**src/rtl/map_pkg.sv**
```systemverilog
// Shared types and constants for the 40x30 maze tile map.
// Tile codes, map geometry, request opcodes and writer FSM states.
package map_pkg;

  localparam logic [5:0]  MAP_W      = 6'd40;
  localparam logic [4:0]  MAP_H      = 5'd30;
  localparam logic [10:0] PELLET_MAX = 11'd2047;

  typedef enum logic [3:0] {
    TILE_EMPTY  = 4'd0,
    TILE_PELLET = 4'd1,
    TILE_POWER  = 4'd2,
    TILE_WALL   = 4'd3
  } tile_t;

  typedef enum logic {
    OP_EAT = 1'b0,
    OP_SET = 1'b1
  } op_t;

  typedef enum logic [1:0] {
    IDLE,
    RD,
    CHK,
    WR
  } wr_state_t;

  function automatic logic is_pellet(input logic [3:0] t);
    return (t == TILE_PELLET) || (t == TILE_POWER);
  endfunction

endpackage

```
**src/rtl/tile_addr_calc.sv**
```systemverilog
// Combinational tile coordinate to linear RAM address (y*40+x).
// Also flags whether the coordinate lies inside the map.
module tile_addr_calc
  import map_pkg::*;
(
  input  logic [5:0]  x,
  input  logic [4:0]  y,
  output logic [11:0] addr,
  output logic        in_range
);

  logic [11:0] y_ext;
  logic [11:0] x_ext;

  assign y_ext = {7'd0, y};
  assign x_ext = {6'd0, x};

  // y*40 = y*32 + y*8, no multiplier needed
  assign addr     = (y_ext << 5) + (y_ext << 3) + x_ext;
  assign in_range = (x < MAP_W) && (y < MAP_H);

endmodule

```
**src/rtl/map_tile_writer.sv**
```systemverilog
// Read-modify-write agent for the maze tile RAM; tracks pellets and score.
// Define MAP_WALL_PROTECT_EN to refuse SET requests that target wall tiles.
module map_tile_writer
  import map_pkg::*;
#(
  parameter int PELLET_PTS = 10,
  parameter int POWER_PTS  = 50
) (
  input  logic        Clk,
  input  logic        Reset_n,
  input  logic        req_valid,
  output logic        req_ready,
  input  logic        req_op,
  input  logic [5:0]  req_x,
  input  logic [4:0]  req_y,
  input  logic [3:0]  req_data,
  input  logic        load_count,
  input  logic [10:0] load_value,
  output logic [11:0] ram_read_addr,
  input  logic [3:0]  ram_rd_data,
  output logic [11:0] ram_write_addr,
  output logic [3:0]  ram_data_In,
  output logic        ram_we,
  output logic        eat_valid,
  output logic [7:0]  eat_points,
  output logic        power_eaten,
  output logic [10:0] pellets_left,
  output logic        level_clear,
  output logic        req_err
);

  wr_state_t   state, state_nx;
  op_t         op_q;
  logic [3:0]  data_q;
  logic        range_q;
  logic [11:0] calc_addr;
  logic        calc_ok;
  logic        accept;

  logic        do_write;
  logic        do_eat;
  logic        do_pow;
  logic        do_dec;
  logic        do_inc;
  logic        do_err;
  logic        old_pel;
  logic        new_pel;

  tile_addr_calc u_calc (
    .x        (req_x),
    .y        (req_y),
    .addr     (calc_addr),
    .in_range (calc_ok)
  );

  assign req_ready = (state == IDLE);
  assign accept    = req_valid & req_ready;
  assign old_pel   = is_pellet(ram_rd_data);
  assign new_pel   = is_pellet(data_q);

  always_ff @(posedge Clk or negedge Reset_n) begin
    if (!Reset_n) state <= IDLE;
    else          state <= state_nx;
  end

  always_comb begin
    state_nx = state;
    unique case (state)
      IDLE: if (accept) state_nx = RD;
      RD:   state_nx = range_q ? CHK : IDLE;
      CHK:  state_nx = WR;
      WR:   state_nx = IDLE;
      default: state_nx = IDLE;
    endcase
  end

  // Decision taken while the old tile is on ram_rd_data
  always_comb begin
    do_write = 1'b0;
    do_eat   = 1'b0;
    do_pow   = 1'b0;
    do_dec   = 1'b0;
    do_inc   = 1'b0;
    do_err   = 1'b0;
    if (state == CHK) begin
      unique case (1'b1)
        (op_q == OP_EAT): begin
          do_write = old_pel;
          do_eat   = old_pel;
          do_pow   = (ram_rd_data == TILE_POWER);
          do_dec   = old_pel;
        end
        default: begin
`ifdef MAP_WALL_PROTECT_EN
          do_err   = (ram_rd_data == TILE_WALL);
          do_write = (ram_rd_data != TILE_WALL);
`else
          do_write = 1'b1;
`endif
          do_dec   = do_write & old_pel & ~new_pel;
          do_inc   = do_write & ~old_pel & new_pel;
        end
      endcase
    end
  end

  always_ff @(posedge Clk or negedge Reset_n) begin
    if (!Reset_n) begin
      op_q           <= OP_EAT;
      data_q         <= 4'd0;
      range_q        <= 1'b0;
      ram_read_addr  <= 12'd0;
      ram_write_addr <= 12'd0;
      ram_data_In    <= 4'd0;
      ram_we         <= 1'b0;
      eat_valid      <= 1'b0;
      eat_points     <= 8'd0;
      power_eaten    <= 1'b0;
      req_err        <= 1'b0;
    end else begin
      ram_we      <= do_write;
      eat_valid   <= do_eat;
      power_eaten <= do_pow;
      req_err     <= (accept & ~calc_ok) | do_err;
      if (accept) begin
        op_q    <= op_t'(req_op);
        data_q  <= req_data;
        range_q <= calc_ok;
        if (calc_ok) ram_read_addr <= calc_addr;
      end
      if (do_write) begin
        ram_write_addr <= ram_read_addr;
        ram_data_In    <= (op_q == OP_EAT) ? 4'd0 : data_q;
      end
      if (do_eat)
        eat_points <= do_pow ? 8'(POWER_PTS) : 8'(PELLET_PTS);
    end
  end

  // A level load wins over a coincident increment or decrement
  always_ff @(posedge Clk or negedge Reset_n) begin
    if (!Reset_n) begin
      pellets_left <= 11'd0;
      level_clear  <= 1'b0;
    end else begin
      level_clear <= 1'b0;
      if (load_count) begin
        pellets_left <= load_value;
      end else if (do_dec) begin
        if (pellets_left != 11'd0) begin
          pellets_left <= pellets_left - 11'd1;
          level_clear  <= (pellets_left == 11'd1);
        end
      end else if (do_inc) begin
        if (pellets_left != PELLET_MAX)
          pellets_left <= pellets_left + 11'd1;
      end
    end
  end

endmodule
```
**config.mk**
```make
export PLATFORM = sky130hd
export DESIGN_NAME = map_tile_writer
export DESIGN_NICKNAME = d
export VERILOG_FILES = /design/src/rtl/map_pkg.sv /design/src/rtl/tile_addr_calc.sv /design/src/rtl/map_tile_writer.sv
export SDC_FILE = /design/constraint.sdc
export NUM_CORES = 1
export LEC_CHECK = 0
export ABC_CLOCK_PERIOD_IN_PS = 3100
export CAP_MARGIN = 30
export CORE_MARGIN = 2
export CORE_UTILIZATION = 40
export CTS_CLUSTER_DIAMETER = 100
export DETAILED_ROUTE_END_ITERATION = 10
export GPL_TIMING_DRIVEN = 0
export PLACE_DENSITY = 0.7
export SYNTH_ARGS = -nofsm -noshare
export SYNTH_HDL_FRONTEND = slang
export SYNTH_SLANG_ARGS = --single-unit
```
**constraint.sdc**
```tcl
create_clock -name Clk -period 3.1 [get_ports Clk]
set_input_delay 0.31 -clock Clk [delete_from_list [all_inputs] [get_ports Clk]]
set_output_delay 0.31 -clock Clk [all_outputs]
set_load 0.005 [all_outputs]
```
### Word level (Yosys, flattened, before mapping)

Cells that the tools add are included.

| word-level totals | value |
|---|---|
| flip-flop bits (word level) | 60 |
| latch bits | 0 |
| bits in writable memories | 0 |
| memory bits (read-only) | 0 |
| memories kept | 0 |

| cells by class | value |
|---|---|
| $add $sub $neg | 4 |
| multiply operators | 0 |
| divide/modulo/power cells | 0 |
| $lt $le $gt $ge | 2 |
| equal/unequal tests | 11 |
| shift operators | 0 |
| mux-type cells | 23 |
| bitwise operators | 7 |
| reductions and logical operators | 9 |

Operator list:

| kind | count |
|---|---|
| $mux W11 | 5 |
| $mux W1 | 13 |
| $add A12 B6 Y12 | 1 |
| $add A10 B8 Y11 | 1 |
| $add A11 B1 Y11 const B | 1 |
| $eq A11 B1 Y1 const B | 1 |
| $ne A11 B11 Y1 const B | 1 |
| $reduce_bool A11 Y1 | 1 |
| $sub A11 B1 Y11 const B | 1 |
| $eq A4 B1 Y1 const B | 2 |
| $eq A4 B2 Y1 const B | 2 |
| $pmux W2 S4 | 1 |
| $lt A6 B6 Y1 const B | 1 |
| $mux W6 | 1 |
| $reduce_bool A3 Y1 | 2 |
| $lt A5 B5 Y1 const B | 1 |
| $and A1 B1 Y1 | 4 |
| $eq A2 B2 Y1 const B | 2 |
| $mux W2 | 2 |
| $mux W4 | 1 |
| $ne A3 B2 Y1 const B | 1 |
| $not A1 Y1 | 3 |
| $reduce_and A3 Y1 | 1 |
| $eq A2 B1 Y1 const B | 1 |
| other kinds (5) | 6 |

### Logic depth before layout (Yosys ltp)

Gate-level depths: netlist of run 1.

| depth | value |
|---|---|
| word-level depth | 9 |
| mapped depth | 9 |
| mapped depth without buffers | 9 |

### Hierarchy

A second synthesis of run 1 with hierarchy kept.

| unflattened totals | value |
|---|---|
| cell total of the unflattened synthesis | 320 |
| area total of the unflattened synthesis | 3096.7 um2 |

By module, submodules not included:

| module | times used | cells an instance | area each (um2) |
|---|---|---|---|
| map_tile_writer | 1 | 277 | 2751.4 |
| tile_addr_calc | 1 | 43 | 345.3 |

### Worst setup path after synthesis of run 1

OpenSTA, ideal clock, no wires.

| path | value |
|---|---|
| path kind | reg-to-reg |
| from | register state[0] |
| to | register pellets_left[9] |
| arrival | 2.089 ns |
| data required time | 2.976 ns |
| setup slack | 0.887 ns |
| stages on the path, launching flop included | 8 |
| path buffers | 1 |
| path through | dfrtp_1 -> nor4b_1 -> and2_1 -> clkbuf_1 -> nand4_1 -> o22a_1 -> o311a_1 -> a211o_1 |

| between the ends | value |
|---|---|
| longest elaborated chain between the ends | 4 |

RTL lines:

| element | line | source |
|---|---|---|
| start: declaration | map_tile_writer.sv:32 | `wr_state_t state, state_nx;` |
| start signal: assignment | map_tile_writer.sv:63 | `else state <= state_nx;` |
| $eq A2 B2 Y1 * | map_tile_writer.sv:85 | `if (state == CHK) begin` |
| $mux W1 | map_tile_writer.sv:85 |  |
| $ne A3 B2 Y1 (no source line), or another cell as far along | - |  |
| $reduce_and A3 Y1 (no source line) / $mux W11 (equally long branches) | - |  |
| end signal: assignment | map_tile_writer.sv:148 | `pellets_left <= load_value;` |
| end signal: assignment | map_tile_writer.sv:151 | `pellets_left <= pellets_left - 11'd1;` |
| end signal: assignment | map_tile_writer.sv:156 | `pellets_left <= pellets_left + 11'd1;` |
| end: declaration | map_tile_writer.sv:27 | `output logic [10:0] pellets_left,` |

Every way passes the cells marked *; elsewhere a longest branch is shown, timed or not.
A chain may end at the register's enable or synchronous reset.

### Worst setup path in the final report of run 1

| path | value |
|---|---|
| from | input ram_rd_data[0] |
| to | register pellets_left[4] |

| between the ends | value |
|---|---|
| longest elaborated chain between the ends | 8 |

RTL lines:

| element | line | source |
|---|---|---|
| start: declaration | map_tile_writer.sv:20 | `input logic [3:0] ram_rd_data,` |
| $eq A4 B1 Y1 / $eq A4 B2 Y1 (equally long branches) | map_pkg.sv:29 | `return (t == TILE_PELLET) \|\| (t == TILE_POWER);` |
| $logic_or A1 B1 Y1 * | map_pkg.sv:29 |  |
| $not A1 Y1 | map_tile_writer.sv:101 | `do_inc = do_write & ~old_pel & new_pel;` |
| $and A1 B1 Y1 | map_tile_writer.sv:101 |  |
| $mux W1 | map_tile_writer.sv:86 | `unique case (1'b1)` |
| $mux W1 | map_tile_writer.sv:85 |  |
| $reduce_bool A3 Y1 (no source line) | - |  |
| $reduce_and A3 Y1 (no source line) | - |  |

Marks and branches as above.

==> impl_metrics.toml, run 1 <==
[run_status]
outcome = "finished clean"

[power]
power_mw = 2.75
clkPwrFrac_pct = 18.5
p_int_mw = 1.86
swShare_pct = 32.4
p_leak_nw = 1.76
power.density_nw_per_um2 = 679
vdd_drop_max_mv = 0.356
p_sw_mw = 0.891
power_frac_comb_pct = 39.5
power_frac_seq_pct = 42.1

[critical_path]
path_class = "in2reg"
critical_path_required_ns = 3.31
cp_slowest_cell = "a2111oi_0"
worstPathMaxFanout = 9
worstPathCellList = "clkdlybuf4s50_1 -> xor2_1 -> a2111oi_0 -> a32oi_2 -> a211oi_1 -> xor2_1 -> mux2_2"
crit_path_start_kind = "input pin"
crit_path_frequent_cell = "xor2_1"
arrival_ns = 2.75
cp-end-kind = "register"
cp_slowest_stage_delay_ns = 0.61

[clocking]
cts_tree = "done"
clock_latency_ns = 0.31
cts.sinks = 55
cts.path.max_buffers = 2
clk_pin_slew_worst_paths_ns = 0.11
numCtsBuffers = 5
cts_resized = 0
root_buffer = "clkbuf_8"
htreeDepth = 2

[routing]
ant_nets = 0
wl_met2_um = 3340
dr.max_layer_used = "met4"
met3_wirelength_um = 500
viasPerCell = 5.05
wirelength_um = 7040
routed-via-count = 2536
drc = 0
drt-pass1-iter-count = 4
met1Wirelength_um = 3140
post_drt_wl_per_cell_um = 14.0
drt_iter0_drc = 85

[timing]
slew_headroom_pct = 59.3
rsz0062_at_grt = "false"
finalSetupViolations = 0
fmax_mhz = 393
finalCritPeriodShare_pct = 82.0
worstMarginPinSlew_ns = 0.594
holdWs_ns = 0.461
skew_ns = 0.0101
drv_slew = 0
period_needed_ns = 2.54
final_hold_viol_count = 0
setup-tns-final_ns = 0

[global_routing]
grt_first_pass_wirelength_um = 12400
grt_max_degree = 39
grt_use_total_pct = 18.5
antenna_found_initial = 0
grt_pass1_vias = 2647
overflow = 0

[place]
placed_cells = 493
dp_hpwl_um = 5290
gp_congestion = 0.896
numPortBuffers = 83

[synthesis]
yosysWarningCount = 0
synth_edf_count = 0
yosys.cell_types.count = 50
synth_ff_type = "dfrtp_1"
synthCells = 307
syn_avg_cell_area_um2 = 9.58
syn_area_um2 = 2940
async_flop_share_pct = 100
seq_area_frac_synth_pct = 46.8
synth_seq_cells = 55

[finish]
layout.nets = 449
multi_input_area_um2 = 1430
insertedDiodeCount = 0
final_common_cell = "clkdlybuf4s50_1"
fillCellCount = 661
area_growth_pct = 37.7
register_area_um2 = 1380
layout.cells.non_filler = 502
final_cell_mix = "82 x clkdlybuf4s50_1, 62 x nand2_1, 55 x dfrtp_1"
drive_gt1_share_pct = 7.94

[floorplanning]
fp.coreArea_um2 = 7180
start_util_pct = 41.0
ioPinCount = 88
dieArea_um2 = 8050
dieWidth_um = 89.7
fp-row-count = 31
die_y_um = 89.7

[min_path]
hold_path.class = "in2async"

[flow_run]
max_cap_violations = 0
-- worst max-delay path: cells and delay by family --
| kind | cells | cell delay [ns] |
|---|---|---|
| muxes | 1 | 0.27 |
| AOI/OAI and AO/OA | 3 | 1.39 |
| xor gates and xnor gates | 2 | 0.32 |
| buffers and inverters | 1 | 0.45 |
-- synth_stat cells, drive strengths merged (2+ instances only) --
cell type,number,area share [%]
a211o,3,0.94
a211oi,6,1.5
a21o,4,1.0
a21oi,5,0.85
a32o,4,1.4
and2,4,0.85
and4,4,1.2
buf,8,2.0
clkbuf,10,1.3
dfrtp,55,47
fa,2,1.4
ha,10,4.3
inv,13,1.7
mux2,10,3.8
nand2,62,7.9
nand2b,3,0.64
nand3,7,1.2
nand4,5,1.1
nor2,20,2.6
nor2b,3,0.64
nor3,4,0.68
nor4b,2,0.60
o211ai,2,0.51
o21ai,20,3.4
o311a,2,0.68
o31ai,2,0.51
or3,2,0.43
or4,2,0.51
xnor2,10,3.0
xor2,8,2.4
-- stage by stage --
stage / instance area (um^2) / util (%) / setup WS [ns]
CTS: 4050 / 56.4 / 0.576
floorplan: 2950 / - / 0.887
global route: 4050 / 56.4 / 0.397
finish: 4050 / 56.4 / 0.558
detailed placement: 3920 / 54.6 / 0.256
global placement: 3910 / 54.4 / 0.0141
-- power by group through the flow --
stage | sequential [mW] | combinational (mW) | clock [mW]
after floorplan | 1.14 | 0.482 | 0
after CTS | 1.16 | 1.10 | 0.521
after global routing | 1.20 | 1.21 | 0.552
after detailed placement | 1.16 | 1.10 | 0
after global placement | 1.16 | 1.07 | 0
final | 1.16 | 1.08 | 0.508
-- worst paths after layout --
| check | cells past startpoint | from | slack (ns) | endpoint |
|---|---|---|---|---|
| max in group asynchronous | 3 | Reset_n | 2.08 | ram_write_addr[2] |
| min in group Clk | 2 | ram_write_addr[9] | 0.49 | ram_write_addr[9] |
| worst max register to register | 7 | state[0] | 0.62 | pellets_left[9] |
| worst min-delay path | 2 | Reset_n | 0.46 | eat_points[3] |
| worst min register to register | 2 | ram_write_addr[9] | 0.49 | ram_write_addr[9] |
| worst max-delay path | 7 | ram_rd_data[0] | 0.56 | pellets_left[4] |
-- metal layers --
metal / up-vias / GRT usage [%]
met5: - / 0
met4: 0 / 4.49
met3: 6 / 5.70
met2: 76 / 31.1
met1: 1206 / 23.5
li1: 1248 / -
-- repair_timing --
action,CTS,global route
endpoints found under the hold margin,17,0
setup buffers,0,0
hold buffers,1,0
-- state kept, by name, indices dropped and copies added, names as in the netlist, 3 cells and up, named ones only --
| signal | cells |
|---|---|
| data_q | 4 |
| pellets_left | 11 |
| ram_read_addr | 12 |
| eat_points | 3 |
| ram_write_addr | 12 |
| ram_data_In | 4 |
-- cell type report --
cell class / instances / share of cell area [%]
plain buffers: 18 / 2.38
clock buffers: 6 / 2.04
clock inverters: 2 / 0.865
inverters: 13 / 1.21
multi-input cells: 224 / 35.3
flip-flops and latches: 55 / 34.0
well taps: 99 / 3.06
repair buffers: 85 / 21.1
-- logic make-up after synthesis --
kind of cell | after synthesis | share of synthesized area (%)
AO/OA/AOI/OAI | 58 | 14.0
multiplexers | 10 | 3.83
flip-flops | 55 | 46.8
AND/OR/NAND/NOR | 122 | 19.4
other | 1 | 0.128
adder cells (fa/ha/maj) | 12 | 5.62
buffers and inverters | 31 | 4.94
XOR/XNOR | 18 | 5.36
No activity file was read; power rests on OpenSTA's default activity.
==> run 2: changes to the inputs <==
--- a/config.mk
+++ b/config.mk
@@ -5,7 +5,7 @@
 export SDC_FILE = /design/constraint.sdc
 export NUM_CORES = 1
 export LEC_CHECK = 0
-export ABC_CLOCK_PERIOD_IN_PS = 3100
+export ABC_CLOCK_PERIOD_IN_PS = 2550
 export CAP_MARGIN = 30
 export CORE_MARGIN = 2
 export CORE_UTILIZATION = 40
==> constraint.sdc (replaced) <==
create_clock -name Clk -period 2.55 [get_ports Clk]
set_input_delay 0.255 -clock Clk [delete_from_list [all_inputs] [get_ports Clk]]
set_output_delay 0.255 -clock Clk [all_outputs]
set_load 0.005 [all_outputs]
==> impl_metrics.toml, run 2 (synthesis gave the netlist of run 1 again) <==
[run_status]
outcome = "finished clean"

[min_path]
hold_path.class = "in2async"

[global_routing]
met1_usage_pct = 23.5
overflow = 0
antenna_found_initial = 0
grt_first_pass_wirelength_um = 12400
met3_usage_pct = 5.70
grt_max_degree = 39
grt_use_met2_pct = 31.1
grt_pass1_vias = 2647
top_usage_layer = "met2"
grt_use_total_pct = 18.5

[floorplanning]
die_y_um = 89.7
dieArea_um2 = 8050
fp-row-count = 31
ioPinCount = 88
dieWidth_um = 89.7
start_util_pct = 41.0
fp.coreArea_um2 = 7180

[timing]
slew_headroom_pct = 58.7
period_needed_ns = 2.43
worstMarginPinSlew_ns = 0.615
post-route-worst-setup-slack_ns = 0.116
fmax_mhz = 411
rsz0062_at_grt = "false"
skew_ns = 0.0109
final_hold_viol_count = 0
finalSetupViolations = 0
setup-tns-final_ns = 0
holdWs_ns = 0.407
drv_slew = 0
finalCritPeriodShare_pct = 95.4

[critical_path]
critical_path_required_ns = 2.76
crit_end = "pellets_left[4]"
worstPathMaxFanout = 10
cp-end-kind = "register"
r2r-start = "op_q"
path_class = "reg2reg"
crit_path_start_kind = "register"
reg2reg_to = "pellets_left[4]"
reg2reg_slack_ns = 0.12
reg2reg_depth = 9
crit_start = "op_q"
arrival_ns = 2.64

[routing]
wirelength_um = 7050
viasPerCell = 5.06
post_drt_wl_per_cell_um = 14.1
ant_nets = 0
drc = 0
routed-via-count = 2535
drt-pass1-iter-count = 4
drt_iter0_drc = 83

[clocking]
root_buffer = "clkbuf_8"
cts.path.max_buffers = 2
clock_latency_ns = 0.31
cts.sinks = 55
clk_pin_slew_worst_paths_ns = 0.11
htreeDepth = 2
numCtsBuffers = 5
cts_tree = "done"

[place]
numPortBuffers = 83
placed_area_um2 = 3920
gp_congestion = 0.896
dp_hpwl_um = 5290
post-place-ws_ns = -0.239
placed_cells = 493

[finish]
final_common_cell = "clkdlybuf4s50_1"
top_regs = "ram_read_addr x12, ram_write_addr x12, pellets_left x11"
layout.cells.non_filler = 501
register_area_um2 = 1380
layout.nets = 448
stdcell_area_um2 = 4050
drive_gt1_share_pct = 8.46
insertedDiodeCount = 0
fin_util_pct = 56.5
multi_input_area_um2 = 1440
final_cell_mix = "82 x clkdlybuf4s50_1, 62 x nand2_1, 55 x dfrtp_1"
fillCellCount = 662
area_growth_pct = 37.8

[power]
power_mw = 3.34
power.density_nw_per_um2 = 825
p_leak_nw = 1.76
vdd_drop_max_mv = 0.433

[flow_run]
max_cap_violations = 0
[run 2: worst max-delay path: stages, from the launching register on]
cell      delay (ns)
dfrtp_1         0.35
buf_2           0.21
nand2b_1        0.10
or3_1           0.33
buf_6           0.15
o311a_1         0.31
buf_2           0.19
a211oi_1        0.29
xor2_1          0.11
mux2_2          0.27
[run 2: cell type report]
class                      count  share of cell area, %
multi-input combinational    224                   35.5
sequential                    55                   34.0
timing repair buffer          85                   21.1
tap                           99                   3.06
buffer                        17                   2.29
clock buffer                   6                   2.04
inverter                      13                   1.20
clock inverter                 2                  0.865
[run 2: repair_timing]
action,4_1_cts,5_1_grt
hold buffers,1,0
setup endpoints to repair,0,5
endpoints found under the hold margin,17,0
resized for setup,0,3
setup buffers,0,0
[run 2: worst min path at each step]
stage	startpoint	end	cells past startpoint
after floorplan	Reset_n	asynchronous set/reset pin	0
after global placement	eat_points[1]	eat_points[1]	1
after detailed placement	Reset_n	eat_points[3]	1
after CTS	Reset_n	eat_points[3]	2
after global routing	Reset_n	eat_points[3]	2
final	Reset_n	eat_points[3]	2
[run 2: where the power goes]
group	internal, mW	switching, mW	total (mW)
Clock	0.318	0.297	0.615
Sequential	1.17	0.236	1.40
Combinational	0.773	0.548	1.32
Total	2.26	1.08	3.34
[run 2: per-layer routing]
metal	part of all wire [%]	wire [um]	vias up
met5	0	0	-
met4	0.85	60	0
met3	7.2	504	6
met2	48	3370	86
met1	44	3110	1196
li1	-	-	1247
==> run 3: changes to the inputs <==
--- a/config.mk
+++ b/config.mk
@@ -5,13 +5,13 @@
 export SDC_FILE = /design/constraint.sdc
 export NUM_CORES = 1
 export LEC_CHECK = 0
-export ABC_CLOCK_PERIOD_IN_PS = 2550
 export CAP_MARGIN = 30
 export CORE_MARGIN = 2
 export CORE_UTILIZATION = 40
 export CTS_CLUSTER_DIAMETER = 100
 export DETAILED_ROUTE_END_ITERATION = 10
 export GPL_TIMING_DRIVEN = 0
+export MAX_ROUTING_LAYER = met4
 export PLACE_DENSITY = 0.7
 export SYNTH_ARGS = -nofsm -noshare
 export SYNTH_HDL_FRONTEND = slang
==> impl_metrics.toml, run 3 (synthesis gave the netlist of run 1 again) <==
[global_routing]
grt_max_degree = 39
grt_first_pass_wirelength_um = 12400
grt_use_total_pct = 19.1
grt_pass1_vias = 2648
antenna_found_initial = 0
met1_usage_pct = 23.7
top_usage_layer = "met2"
overflow = 0
grt_use_met2_pct = 31.1
met3_usage_pct = 5.45

[routing]
drt-pass1-iter-count = 4
drc = 0
post_drt_wl_per_cell_um = 14.0
wirelength_um = 7040
ant_nets = 0
drt_iter0_drc = 83
viasPerCell = 5.05
routed-via-count = 2530

[finish]
final_cell_mix = "82 x clkdlybuf4s50_1, 62 x nand2_1, 55 x dfrtp_1"
top_regs = "ram_read_addr x12, ram_write_addr x12, pellets_left x11"
layout.nets = 448
insertedDiodeCount = 0
area_growth_pct = 37.8
drive_gt1_share_pct = 8.46
final_common_cell = "clkdlybuf4s50_1"

[power]
p_int_mw = 2.26
p_sw_mw = 1.08
power_frac_seq_pct = 42.0
power_mw = 3.34
clkPwrFrac_pct = 18.4
power_frac_comb_pct = 39.6
p_leak_nw = 1.76
vdd_drop_max_mv = 0.432
swShare_pct = 32.4
power.density_nw_per_um2 = 825

[critical_path]
cp-end-kind = "register"
crit_path_start_kind = "register"
worstPathMaxFanout = 10
arrival_ns = 2.64
path_class = "reg2reg"
critical_path_required_ns = 2.76

[clocking]
root_buffer = "clkbuf_8"
postCtsSetupRepairBufs = 0
cts.path.max_buffers = 2
clock_latency_ns = 0.31
htreeDepth = 2
clk_pin_slew_worst_paths_ns = 0.11
cts_tree = "done"
cts.sinks = 55
numCtsBuffers = 5

[floorplanning]
fp.coreArea_um2 = 7180
dieArea_um2 = 8050
start_util_pct = 41.0
die_y_um = 89.7
ioPinCount = 88
fp-row-count = 31
dieWidth_um = 89.7

[timing]
final_hold_viol_count = 0
finalCritPeriodShare_pct = 95.3
worstMarginPinSlew_ns = 0.617
rsz0062_at_grt = "false"
drv_slew = 0
skew_ns = 0.0104
finalSetupViolations = 0
setup-tns-final_ns = 0
post-route-worst-setup-slack_ns = 0.120
fmax_mhz = 411
period_needed_ns = 2.43
slew_headroom_pct = 58.5

[run_status]
outcome = "finished clean"

[place]
gp_congestion = 0.911
numPortBuffers = 83
post-place-ws_ns = -0.239
dp_hpwl_um = 5290

[flow_run]
max_cap_violations = 0

[min_path]
hold_path.class = "in2async"
-- run 3: cell counts in the layout (fill, tap and decap cells not counted) --
No cell type changed its count.
-- run 3: worst max-delay path, stage by stage, from the launching register on --
cell      delay [ns]
dfrtp_1         0.35
buf_2           0.21
nand2b_1        0.10
or3_1           0.33
buf_6           0.15
o311a_1         0.31
buf_2           0.19
a211oi_1        0.29
xor2_1          0.11
mux2_2          0.27
-- run 3: power groups by stage --
stage	Sequential, mW	Combinational [mW]	Clock (mW)
floorplan	1.39	0.586	0
global placement	1.41	1.30	0
detailed placement	1.42	1.33	0
CTS	1.41	1.34	0.633
global route	1.46	1.47	0.672
finish	1.40	1.32	0.616
-- run 3: area by class of cell --
type                       instances  area, um^2
buffer                            17        92.6
clock buffer                       6        82.6
clock inverter                     2        35.0
fill                             662        3120
inverter                          13        48.8
multi-input combinational        224        1440
sequential                        55        1380
tap                               99         124
timing repair buffer              85         856
-- run 3: repair_timing --
item                                    CTS  global route
resized for setup                         0             3
endpoints found under the setup margin    0             5
hold endpoints to repair                 17             0
hold buffers                              1             0
-- run 3: path summary, 6_finish.rpt --
kind | from | to | slack [ns] | cells past startpoint
max in group asynchronous | Reset_n | ram_write_addr[2] | 1.58 | 3
min in group Clk | load_value[6] | pellets_left[6] | 0.48 | 3
min reg2reg | ram_write_addr[9] | ram_write_addr[9] | 0.49 | 2
max reg2reg | op_q | pellets_left[4] | 0.12 | 9
max | op_q | pellets_left[4] | 0.12 | 9
min | Reset_n | eat_points[3] | 0.41 | 2
-- run 3: metrics by stage --
| stage | hold slack, ns | cells | instance area (um^2) | util, % |
|---|---|---|---|---|
| after global placement | 0.450 | 492 | 3910 | 54.4 |
| after detailed placement | 0.230 | 493 | 3920 | 54.6 |
| after global routing | 0.443 | 501 | 4050 | 56.5 |
| after floorplan | -0.0406 | 310 | 2950 | - |
| final | 0.407 | 501 | 4050 | 56.5 |
| after CTS | 0.424 | 502 | 4050 | 56.4 |
-- run 3: layer usage --
metal / vias to the layer above / routed length (um)
li1: 1245 / -
met1: 1204 / 3120
met2: 77 / 3400
met3: 4 / 479
met4: 0 / 36
met5: - / 0
==> RTL edit (settings of run 3) <==
Add a define of `MAP_WALL_PROTECT_EN`.
--- a/src/rtl/map_tile_writer.sv
+++ b/src/rtl/map_tile_writer.sv
@@ -1,5 +1,7 @@
 // Read-modify-write agent for the maze tile RAM; tracks pellets and score.
 // Define MAP_WALL_PROTECT_EN to refuse SET requests that target wall tiles.
+`define MAP_WALL_PROTECT_EN
+
 module map_tile_writer
   import map_pkg::*;
 #(
Behaviour: not the same (Yosys sat finds a counterexample within 4 cycles, from zero or initial values and one cycle with Reset_n low).
==> RTL edit against run 3 <==
  * Power is 8.0% lower
  * Worst setup slack better by 15 ps
  * Sequential cell count stayed put
  * Routed wire length is 4.2% lower
  * Clock power is 19% lower
  * First-iteration DRC count is 22% lower
  * Cell area is 0.37% higher
  * Area after synthesis is 1.4% higher
  * Largest cell class unchanged
  * Largest power group unchanged
==> RTL edit: results (changes against run 3) <==
number of global-route vias before repair 2378 (-10%); fin nets 443 (-1.1%); first-pass GRT wire length 11100 um (-11%); hold_sp ram_rd_data[0]; insertion delay to the later sink of the worst-skew pair 310 ps (about the same); share of post-route cells with drive strength above 1 13.35% (+4.9 points); main area contributors after synthesis dfrtp_1 46%, mux2_2 7.9%, nand2_1 5.7%, ha_1 4.2%, o21ai_0 3.5%; FF-to-FF Start state[0]; Initial DRC Count 65 (-22%); DRC 0 (unchanged); Worst VDD drop 0.4260 mV (-1.3%); pin count of the biggest net entering global routing 34 (-13%); # fillers 689 (+4.1%); Global Route Usage Sum 17.24% (-1.8 points); data arrival time of the worst path 2630 ps (about the same); Total Wirelength 6742 um (-4.2%); skew final 7.008 ps (-3.434 ps); min setup slack post-route 134.3 ps (+14.72 ps); placed cell area 3951 um^2 (+0.77%); Worst Reg-to-Reg Cells 7 (-2); Top Registers ram_read_addr (12), ram_write_addr (12), pellets_left (11); P_leak 1.738 nW (-1.1%); outcome finished, final reports clean; Main synth FF type dfrtp_1; Synth cell types 51 (+2.0%); Worst slew margin 57.37% (-1.2 points); gpl congestion 0.8537 (-6.3%); Post-DP HPWL 5118 um (-3.2%); part of the Yosys area used for sequential elements 46.18% (-0.63 points); Port Buffers 82 (-1.2%); R2R Path End pellets_left[5]
[RTL edit: cells by family after synthesis]
logic type / count (synthesis) / synth area share, %
buffers and inverters: 28 / 4.282
AOI/OAI and AO/OA: 59 / 12.51
other: 1 / 0.1258
DFF: 55 / 46.18
xor gates and xnor gates: 17 / 4.996
muxes: 23 / 8.606
and+or+nand+nor: 107 / 17.76
adders and majority gates: 12 / 5.542
[RTL edit: worst min path at each step]
stage	end	slack, ps
floorplan	asynchronous set/reset pin	-40
global placement	eat_points[1]	450
detailed placement	eat_points[4]	270
CTS	eat_points[4]	320
global route	req_err	370
finish	eat_points[4]	330
[RTL edit: critical path, cell delays in order (launching register included)]
cell and delay (ps):
dfrtp_1 430, or4b_4 590, a211o_1 300, clkbuf_1 260
nor3_1 250, o21bai_1 110, xnor2_1 120, mux2_2 260
[RTL edit: power by group]
part           internal [mW]  switching [mW]
clock                  0.195           0.303
combinational          0.743           0.488
sequential              1.15           0.198
[RTL edit: repair_timing]
action	in CTS	in global routing
gates resized for setup	0	5
setup endpoints to repair	0	6
endpoints found under the hold margin	22	0
buffers inserted	0	0
hold buffers	1	0
[RTL edit: stage by stage]
stage	instances	power (mW)	utilization (%)
after floorplan	305	1.912	-
after global placement	486	2.567	54.27
after detailed placement	487	2.597	54.48
after CTS	496	3.112	55.82
after global routing	496	3.288	56.06
final	496	3.073	56.06
[RTL edit: area by class of cell]
| class | instances | share of cell area (%) |
|---|---|---|
| inverter | 9 | 0.8308 |
| sequential | 55 | 33.85 |
| buffer | 19 | 2.462 |
| clock inverter | 3 | 0.4615 |
| multi-input combinational | 222 | 36.86 |
| clock buffer | 5 | 1.692 |
| tap | 99 | 3.046 |
| timing repair buffer | 84 | 20.80 |
[RTL edit: metal layers]
layer,global-route usage [%],vias up,wire length (um)
met1,21.64,1172,3065
met4,4.359,0,88
met2,28.26,69,3239
met3,4.174,7,349
li1,-,1226,-
met5,-,-,0
